$ cat src/rtl/coproc_regs_pkg.sv
// Register map, field positions and master FSM state codes shared by the
// coprocessor register slave and the command master.
package coproc_regs_pkg;

  localparam int unsigned ADDR_W = 2;
  localparam int unsigned DATA_W = 32;
  localparam int unsigned ALG_W  = 2;
  localparam int unsigned ZOOM_W = 3;
  localparam int unsigned POLL_W = 16;

  localparam logic [ADDR_W-1:0] ADDR_CTRL   = 2'd0;
  localparam logic [ADDR_W-1:0] ADDR_START  = 2'd1;
  localparam logic [ADDR_W-1:0] ADDR_STATUS = 2'd2;

  localparam int unsigned ALG_LSB   = 0;
  localparam int unsigned ZOOM_LSB  = 2;
  localparam int unsigned START_BIT = 0;
  localparam int unsigned DONE_BIT  = 0;

  localparam logic [DATA_W-1:0] START_WORD = DATA_W'(1) << START_BIT;

  // Command master states
  localparam logic [2:0] ST_IDLE      = 3'd0;
  localparam logic [2:0] ST_WR_CTRL   = 3'd1;
  localparam logic [2:0] ST_GAP_CTRL  = 3'd2;
  localparam logic [2:0] ST_WR_START  = 3'd3;
  localparam logic [2:0] ST_GAP_START = 3'd4;
  localparam logic [2:0] ST_POLL_RD   = 3'd5;
  localparam logic [2:0] ST_POLL_WAIT = 3'd6;
  localparam logic [2:0] ST_RESP      = 3'd7;

  typedef struct packed {
    logic [ZOOM_W-1:0] zoom;
    logic [ALG_W-1:0]  algorithm;
  } job_t;

  function automatic logic [DATA_W-1:0] ctrl_word(input job_t j);
    logic [DATA_W-1:0] w;
    w = '0;
    w[ALG_LSB +: ALG_W]   = j.algorithm;
    w[ZOOM_LSB +: ZOOM_W] = j.zoom;
    return w;
  endfunction

endpackage

$ cat src/rtl/cycle_timer.sv
// Loadable down-counter; expired_c is high once the count has reached zero.
module cycle_timer #(
  parameter int unsigned W = 4
) (
  input  logic         clk,
  input  logic         reset,
  input  logic         load,
  input  logic [W-1:0] load_value,
  output logic         expired_c
);

  logic [W-1:0] count;

  always_ff @(posedge clk or posedge reset) begin
    if (reset) begin
      count <= '0;
    end else if (load) begin
      count <= load_value;
    end else if (count != '0) begin
      count <= count - W'(1);
    end
  end

  assign expired_c = (count == '0);

endmodule

$ cat src/rtl/coproc_cmd_master.sv
// Bus master that programs the coprocessor register slave for one job:
// CTRL write, START write, then STATUS polling until done or timeout.
module coproc_cmd_master
  import coproc_regs_pkg::*;
#(
  parameter int unsigned WRITE_HOLD     = 2,
  parameter int unsigned WRITE_GAP      = 2,
  parameter int unsigned POLL_INTERVAL  = 8,
  parameter int unsigned TIMEOUT_CYCLES = 1_000_000
) (
  input  logic              clk,
  input  logic              reset,
  input  logic              cmd_valid,
  output logic              cmd_ready,
  input  logic [ALG_W-1:0]  cmd_algorithm,
  input  logic [ZOOM_W-1:0] cmd_zoom,
  output logic              rsp_valid,
  output logic              rsp_timeout,
  output logic [POLL_W-1:0] rsp_polls,
  output logic              busy,
  output logic [ADDR_W-1:0] bus_address,
  output logic              bus_chipselect,
  output logic              bus_write,
  output logic              bus_read,
  output logic [DATA_W-1:0] bus_writedata,
  input  logic [DATA_W-1:0] bus_readdata
);

  localparam int unsigned HG_MAX  = (WRITE_HOLD > WRITE_GAP) ? WRITE_HOLD : WRITE_GAP;
  localparam int unsigned TMR_MAX = (HG_MAX > POLL_INTERVAL) ? HG_MAX : POLL_INTERVAL;
  localparam int unsigned TMR_W   = (TMR_MAX > 1) ? $clog2(TMR_MAX) : 1;
  localparam int unsigned TO_W    = (TIMEOUT_CYCLES > 1) ? $clog2(TIMEOUT_CYCLES) : 1;

  localparam logic [TMR_W-1:0] HOLD_LAST = TMR_W'(WRITE_HOLD - 1);
  localparam logic [TMR_W-1:0] GAP_LAST  = TMR_W'(WRITE_GAP - 1);
  localparam logic [TMR_W-1:0] INT_LAST  = TMR_W'(POLL_INTERVAL - 1);
  localparam logic [TO_W-1:0]  TO_LAST   = TO_W'(TIMEOUT_CYCLES - 1);

  logic [2:0]        state, state_next;
  job_t              job, job_next;
  logic [POLL_W-1:0] poll_cnt, poll_cnt_next;
  logic [TO_W-1:0]   to_cnt, to_cnt_next;
  logic              timeout_next;
  logic              tmr_load;
  logic [TMR_W-1:0]  tmr_value;
  logic              tmr_expired_c;
  logic              done_c;
  logic              to_fire_c;
  logic              cs_next, wr_next, rd_next;
  logic [ADDR_W-1:0] addr_next;
  logic [DATA_W-1:0] data_next;
  logic              readdata_unused_c;

  assign done_c            = bus_readdata[DONE_BIT];
  assign readdata_unused_c = ^bus_readdata;
  // Timeout fires at the end of the TIMEOUT_CYCLES-th cycle of the poll phase
  assign to_fire_c = (TIMEOUT_CYCLES != 0) && (to_cnt == TO_LAST);

  cycle_timer #(.W(TMR_W)) u_timer (
    .clk        (clk),
    .reset      (reset),
    .load       (tmr_load),
    .load_value (tmr_value),
    .expired_c  (tmr_expired_c)
  );

  // Next-state, counters and next bus beat
  always_comb begin
    state_next    = state;
    job_next      = job;
    poll_cnt_next = poll_cnt;
    to_cnt_next   = to_cnt;
    timeout_next  = 1'b0;
    tmr_load      = 1'b0;
    tmr_value     = '0;
    cs_next       = 1'b0;
    wr_next       = 1'b0;
    rd_next       = 1'b0;
    addr_next     = '0;
    data_next     = '0;

    case (state)
      ST_IDLE: begin
        if (cmd_valid) begin
          state_next    = ST_WR_CTRL;
          job_next      = '{zoom: cmd_zoom, algorithm: cmd_algorithm};
          poll_cnt_next = '0;
          tmr_load      = 1'b1;
          tmr_value     = HOLD_LAST;
        end
      end
      ST_WR_CTRL: begin
        if (tmr_expired_c) begin
          state_next = ST_GAP_CTRL;
          tmr_load   = 1'b1;
          tmr_value  = GAP_LAST;
        end
      end
      ST_GAP_CTRL: begin
        if (tmr_expired_c) begin
          state_next = ST_WR_START;
          tmr_load   = 1'b1;
          tmr_value  = HOLD_LAST;
        end
      end
      ST_WR_START: begin
        if (tmr_expired_c) begin
          state_next = ST_GAP_START;
          tmr_load   = 1'b1;
          tmr_value  = GAP_LAST;
        end
      end
      ST_GAP_START: begin
        if (tmr_expired_c) begin
          state_next  = ST_POLL_RD;
          to_cnt_next = '0;
        end
      end
      ST_POLL_RD: begin
        to_cnt_next = to_cnt + TO_W'(1);
        if (poll_cnt != '1) begin
          poll_cnt_next = poll_cnt + POLL_W'(1);
        end
        if (done_c) begin
          state_next = ST_RESP;
        end else if (to_fire_c) begin
          state_next   = ST_RESP;
          timeout_next = 1'b1;
        end else begin
          state_next = ST_POLL_WAIT;
          tmr_load   = 1'b1;
          tmr_value  = INT_LAST;
        end
      end
      ST_POLL_WAIT: begin
        to_cnt_next = to_cnt + TO_W'(1);
        if (to_fire_c) begin
          state_next   = ST_RESP;
          timeout_next = 1'b1;
        end else if (tmr_expired_c) begin
          state_next = ST_POLL_RD;
        end
      end
      ST_RESP: begin
        state_next = ST_IDLE;
      end
      default: begin
        state_next = ST_IDLE;
      end
    endcase

    case (state_next)
      ST_WR_CTRL: begin
        cs_next   = 1'b1;
        wr_next   = 1'b1;
        addr_next = ADDR_CTRL;
        data_next = ctrl_word(job_next);
      end
      ST_WR_START: begin
        cs_next   = 1'b1;
        wr_next   = 1'b1;
        addr_next = ADDR_START;
        data_next = START_WORD;
      end
      ST_POLL_RD: begin
        cs_next   = 1'b1;
        rd_next   = 1'b1;
        addr_next = ADDR_STATUS;
      end
      default: begin
        cs_next = 1'b0;
      end
    endcase
  end

  // State, counters and all outputs registered from the next state
  always_ff @(posedge clk or posedge reset) begin
    if (reset) begin
      state          <= ST_IDLE;
      job            <= '0;
      poll_cnt       <= '0;
      to_cnt         <= '0;
      cmd_ready      <= 1'b1;
      busy           <= 1'b0;
      rsp_valid      <= 1'b0;
      rsp_timeout    <= 1'b0;
      rsp_polls      <= '0;
      bus_address    <= '0;
      bus_chipselect <= 1'b0;
      bus_write      <= 1'b0;
      bus_read       <= 1'b0;
      bus_writedata  <= '0;
    end else begin
      state          <= state_next;
      job            <= job_next;
      poll_cnt       <= poll_cnt_next;
      to_cnt         <= to_cnt_next;
      cmd_ready      <= (state_next == ST_IDLE);
      busy           <= (state_next != ST_IDLE);
      rsp_valid      <= (state_next == ST_RESP);
      rsp_timeout    <= (state_next == ST_RESP) && timeout_next;
      rsp_polls      <= (state_next == ST_RESP) ? poll_cnt_next : '0;
      bus_address    <= addr_next;
      bus_chipselect <= cs_next;
      bus_write      <= wr_next;
      bus_read       <= rd_next;
      bus_writedata  <= data_next;
    end
  end

endmodule

$ cat config.mk
export PLATFORM = sky130hd
export DESIGN_NAME = coproc_cmd_master
export DESIGN_NICKNAME = d
export VERILOG_FILES = /design/src/rtl/coproc_regs_pkg.sv /design/src/rtl/cycle_timer.sv /design/src/rtl/coproc_cmd_master.sv
export SDC_FILE = /design/constraint.sdc
export NUM_CORES = 1
export LEC_CHECK = 0
export ABC_AREA = 1
export BUFFER_PORTS_ARGS = -buffer_cell sky130_fd_sc_hd__buf_2
export CORE_MARGIN = 5
export CORE_UTILIZATION = 56
export CTS_CLUSTER_SIZE = 10
export DETAILED_ROUTE_END_ITERATION = 16
export PLACE_DENSITY = 0.93
export REMOVE_ABC_BUFFERS = 1
export SLEW_MARGIN = 10
export SYNTH_ARGS = -nofsm -noshare
export SYNTH_HDL_FRONTEND = slang
export SYNTH_SLANG_ARGS = --single-unit
$ cat constraint.sdc
create_clock -name clk -period 4.56 [get_ports clk]
set_input_delay 0 -clock clk [delete_from_list [all_inputs] [get_ports clk]]
set_output_delay 0 -clock clk [all_outputs]
set_load 0.02 [all_outputs]
==> metrics <==
Critical Setup Path Class flip-flop to flip-flop; H-tree Lvls 3; largest net degree at the start of global routing 74; Simple-Gate Fraction of Synth Area 31.1%; # Post-CTS Setup Buffers 0; GP Congestion 0.990; # IOs 97; area grow syn2layout 10.7%; Synth Area in Compound Gates 8.20%; Core Rows 31; # setup viols final 0; clock network power share 27.1%; minimum clock period 2160 ps; post-synthesis mux area share 0%; Flop pwr share 40.5%; Yosys warnings 0; synthesized cell area 4230 sq um; Slew headroom 39.8%; cts bufs inserted 9; drt first pass iters 5; max-cap violations 0; worst hold slack 35.3 ps; critical path required time 4790 ps; first-pass GRT wire length 15200 um; Cells after Synth 541; post-route insts no fill between 600 and 700; Detail Placement HPWL 6360 um; worst hold path cell count 4; Vias 3651; dpl cell area 4400 sq um; antenna violation net count after detailed routing 0; GRT Overall Usage about a fifth; CTS max path bufs 2; outcome finished, final reports clean; Die X 96.9 um; worst hold path type input pin to flip-flop; crit path DAT approximately 2400 ps; worst-margin pin slew 902 ps; PortBufs 38; post-cts resize count 0; # hold bufs at CTS 6; placed insts 672; Clock Sinks 77; Cell Pwr Density 456 nW/um^2; Storage cell area just under 2000 sq um; ranking of synthesized cells by area dfrtp_1 45%, nand2_1 11%, inv_1 6.3%; Max Fclk 463 MHz; xor/xnor cell area share of the yosys netlist 0.622%; initial antenna violation count 0; Critical Path End Type flip-flop; Yosys cell types 37; Sw Share 38.7%; cell area after layout 4680 sq um; share of layout cells above drive strength 1 18.3%; Register-to-Register Path Depth 11; vias in the first global route 3418; clock latency on the worst-skew pair around 360 ps; NetSw 0.826 mW; Root Buffer clkbuf_8; Core ar. 7290 sq um; RSZ-0062 raised after global routing no; syn_area_per_cell slightly below 8 sq um; setup tns final 0 ps; Primary FF master, synth dfrtp_1; P_leak 2.43 nW; Yosys reg bits 77; fin crit share 47.4%; Die ar. 9380 sq um; Slew Viols, Final 0; CP Launch Type flip-flop; Fill cells 595; WL per Instance ~13 um; main combinational cell family by area after synthesis simple AND/OR/NAND/NOR gates; cell taking the most area after synthesis dfrtp_1; clk slew on worst S/H paths 80 ps; Starting Density 58.0%; ANT cells 0; P_int 1.31 mW; Die H 96.9 um; sequential area share after synthesis between 40 and 50%; final WL a little under 9000 um; Final Hold Fails 0; grt total ovfl 0; vias per cell 5.26; initial drt markers 265; # nets final 634; crit-path max FO 13; Worst VDD drop between 0.4 and 0.5 mV; async set-reset flop share out of synthesis 100%; number of synthesized flops with an enable pin 0; Fin Clk Skew between 10 and 15 ps; adder-cell share of the synthesized area 1.18%; area taken by multi-input logic gates 1840 sq um; Comb power frac 32.5%; DRC viols 0; post-synth top area share 45.0%; CTS tree built
==> layout by cell type (no fill, tap or decap), drive strengths merged, types with 13 or more instances in the layout <==
cell type / instances
nand2: 127
nor2: 86
inv: 84
dfrtp: 76
buf: 39
nand3: 39
o21ai: 36
conb: 27
nor3: 14
a21oi: 13
==> cells in the mapped netlist, types with 4 or more instances <==
library cell and instances:
nand2_1 120, dfrtp_1 76, inv_1 71, nor2_1 68
nand3_1 35, buf_4 27, o21ai_0 26, nor2_2 16
a21oi_1 11, inv_2 11, nor3_1 11, nand4_1 10
o21ai_1 6, o21bai_1 6, ha_1 4, nand2_4 4
or2_2 4
==> kinds of logic (layout without fill, tap and decap cells) <==
logic type,Yosys count,after routing
AO/OA/AOI/OAI,59,59
XOR/XNOR,3,3
adder cells (fa/ha/maj),4,4
buffers and inverters,115,143
flip-flops,77,77
other,1,27
AND/OR/NAND/NOR,282,282
==> power groups by stage <==
stage	logic [mW]	clock network (mW)	registers, mW
after detailed placement	0.679	0	0.876
after global placement	0.644	0	0.868
after global routing	0.781	0.620	0.878
after CTS	0.691	0.584	0.863
final	0.693	0.578	0.864
after floorplan	0.468	0	0.912
==> final timing paths <==
check	to	slack (ps)	start
max	to_cnt[5]$_DFFE_PP0P_	2400	u_timer.count[0]$_DFFE_PP0P_
min	rsp_timeout$_DFF_PP0_	40	bus_readdata[0]
max reg2reg	to_cnt[5]$_DFFE_PP0P_	2400	u_timer.count[0]$_DFFE_PP0P_
min reg2reg	job[0]$_DFF_PP0_	490	job[0]$_DFF_PP0_
max in group asynchronous	to_cnt[11]$_DFFE_PP0P_	3430	reset
min in group asynchronous	rsp_polls[2]$_DFF_PP0_	50	reset
==> per-layer routing <==
metal | GRT usage [%] | up-vias | wire length [um]
li1 | - | 1747 | -
met1 | 23.2 | 1721 | 3590
met2 | 32.1 | 157 | 4490
met3 | 4.68 | 26 | 619
met4 | 9.72 | 0 | 251
met5 | 0 | - | 0
==> metrics by stage <==
step	power, mW	worst slack (ps)	utilization, %
floorplan	1.38	2590	-
global placement	1.51	2510	60.3
detailed placement	1.56	2470	60.3
CTS	2.14	2430	64.1
global route	2.28	2240	64.1
finish	2.13	2400	64.1
==> flip-flops by register name, summed over array words and instances (netlist names) <==
name	cells
poll_cnt	16
state	3
bus_writedata	5
rsp_timeout	1
job	5
bus_write	1
to_cnt	20
cmd_ready	1
bus_chipselect	1
rsp_valid	1
rsp_polls	16
bus_address	2
u_timer.count	3
bus_read	1
busy	1
==> critical path: stages (launching register included) <==
cell and delay (ps):
dfrtp_1 350, inv_1 60, ha_1 190, ha_1 270
inv_1 160, nor2_4 100, nor2_4 330, inv_2 160
nand2_1 160, inv_1 50, o21ai_0 160, a21oi_1 60
==> cell type report <==
cell class / count / share of cell area, %
Sequential cell: 77 / 41.2
Clock inverter: 6 / 2.01
Timing Repair Buffer: 45 / 5.51
Clock buffer: 10 / 2.73
Inverter: 82 / 6.58
Multi-Input combinational cell: 375 / 39.3
Tap cell: 99 / 2.65
Power figures use the tool's default switching activity.
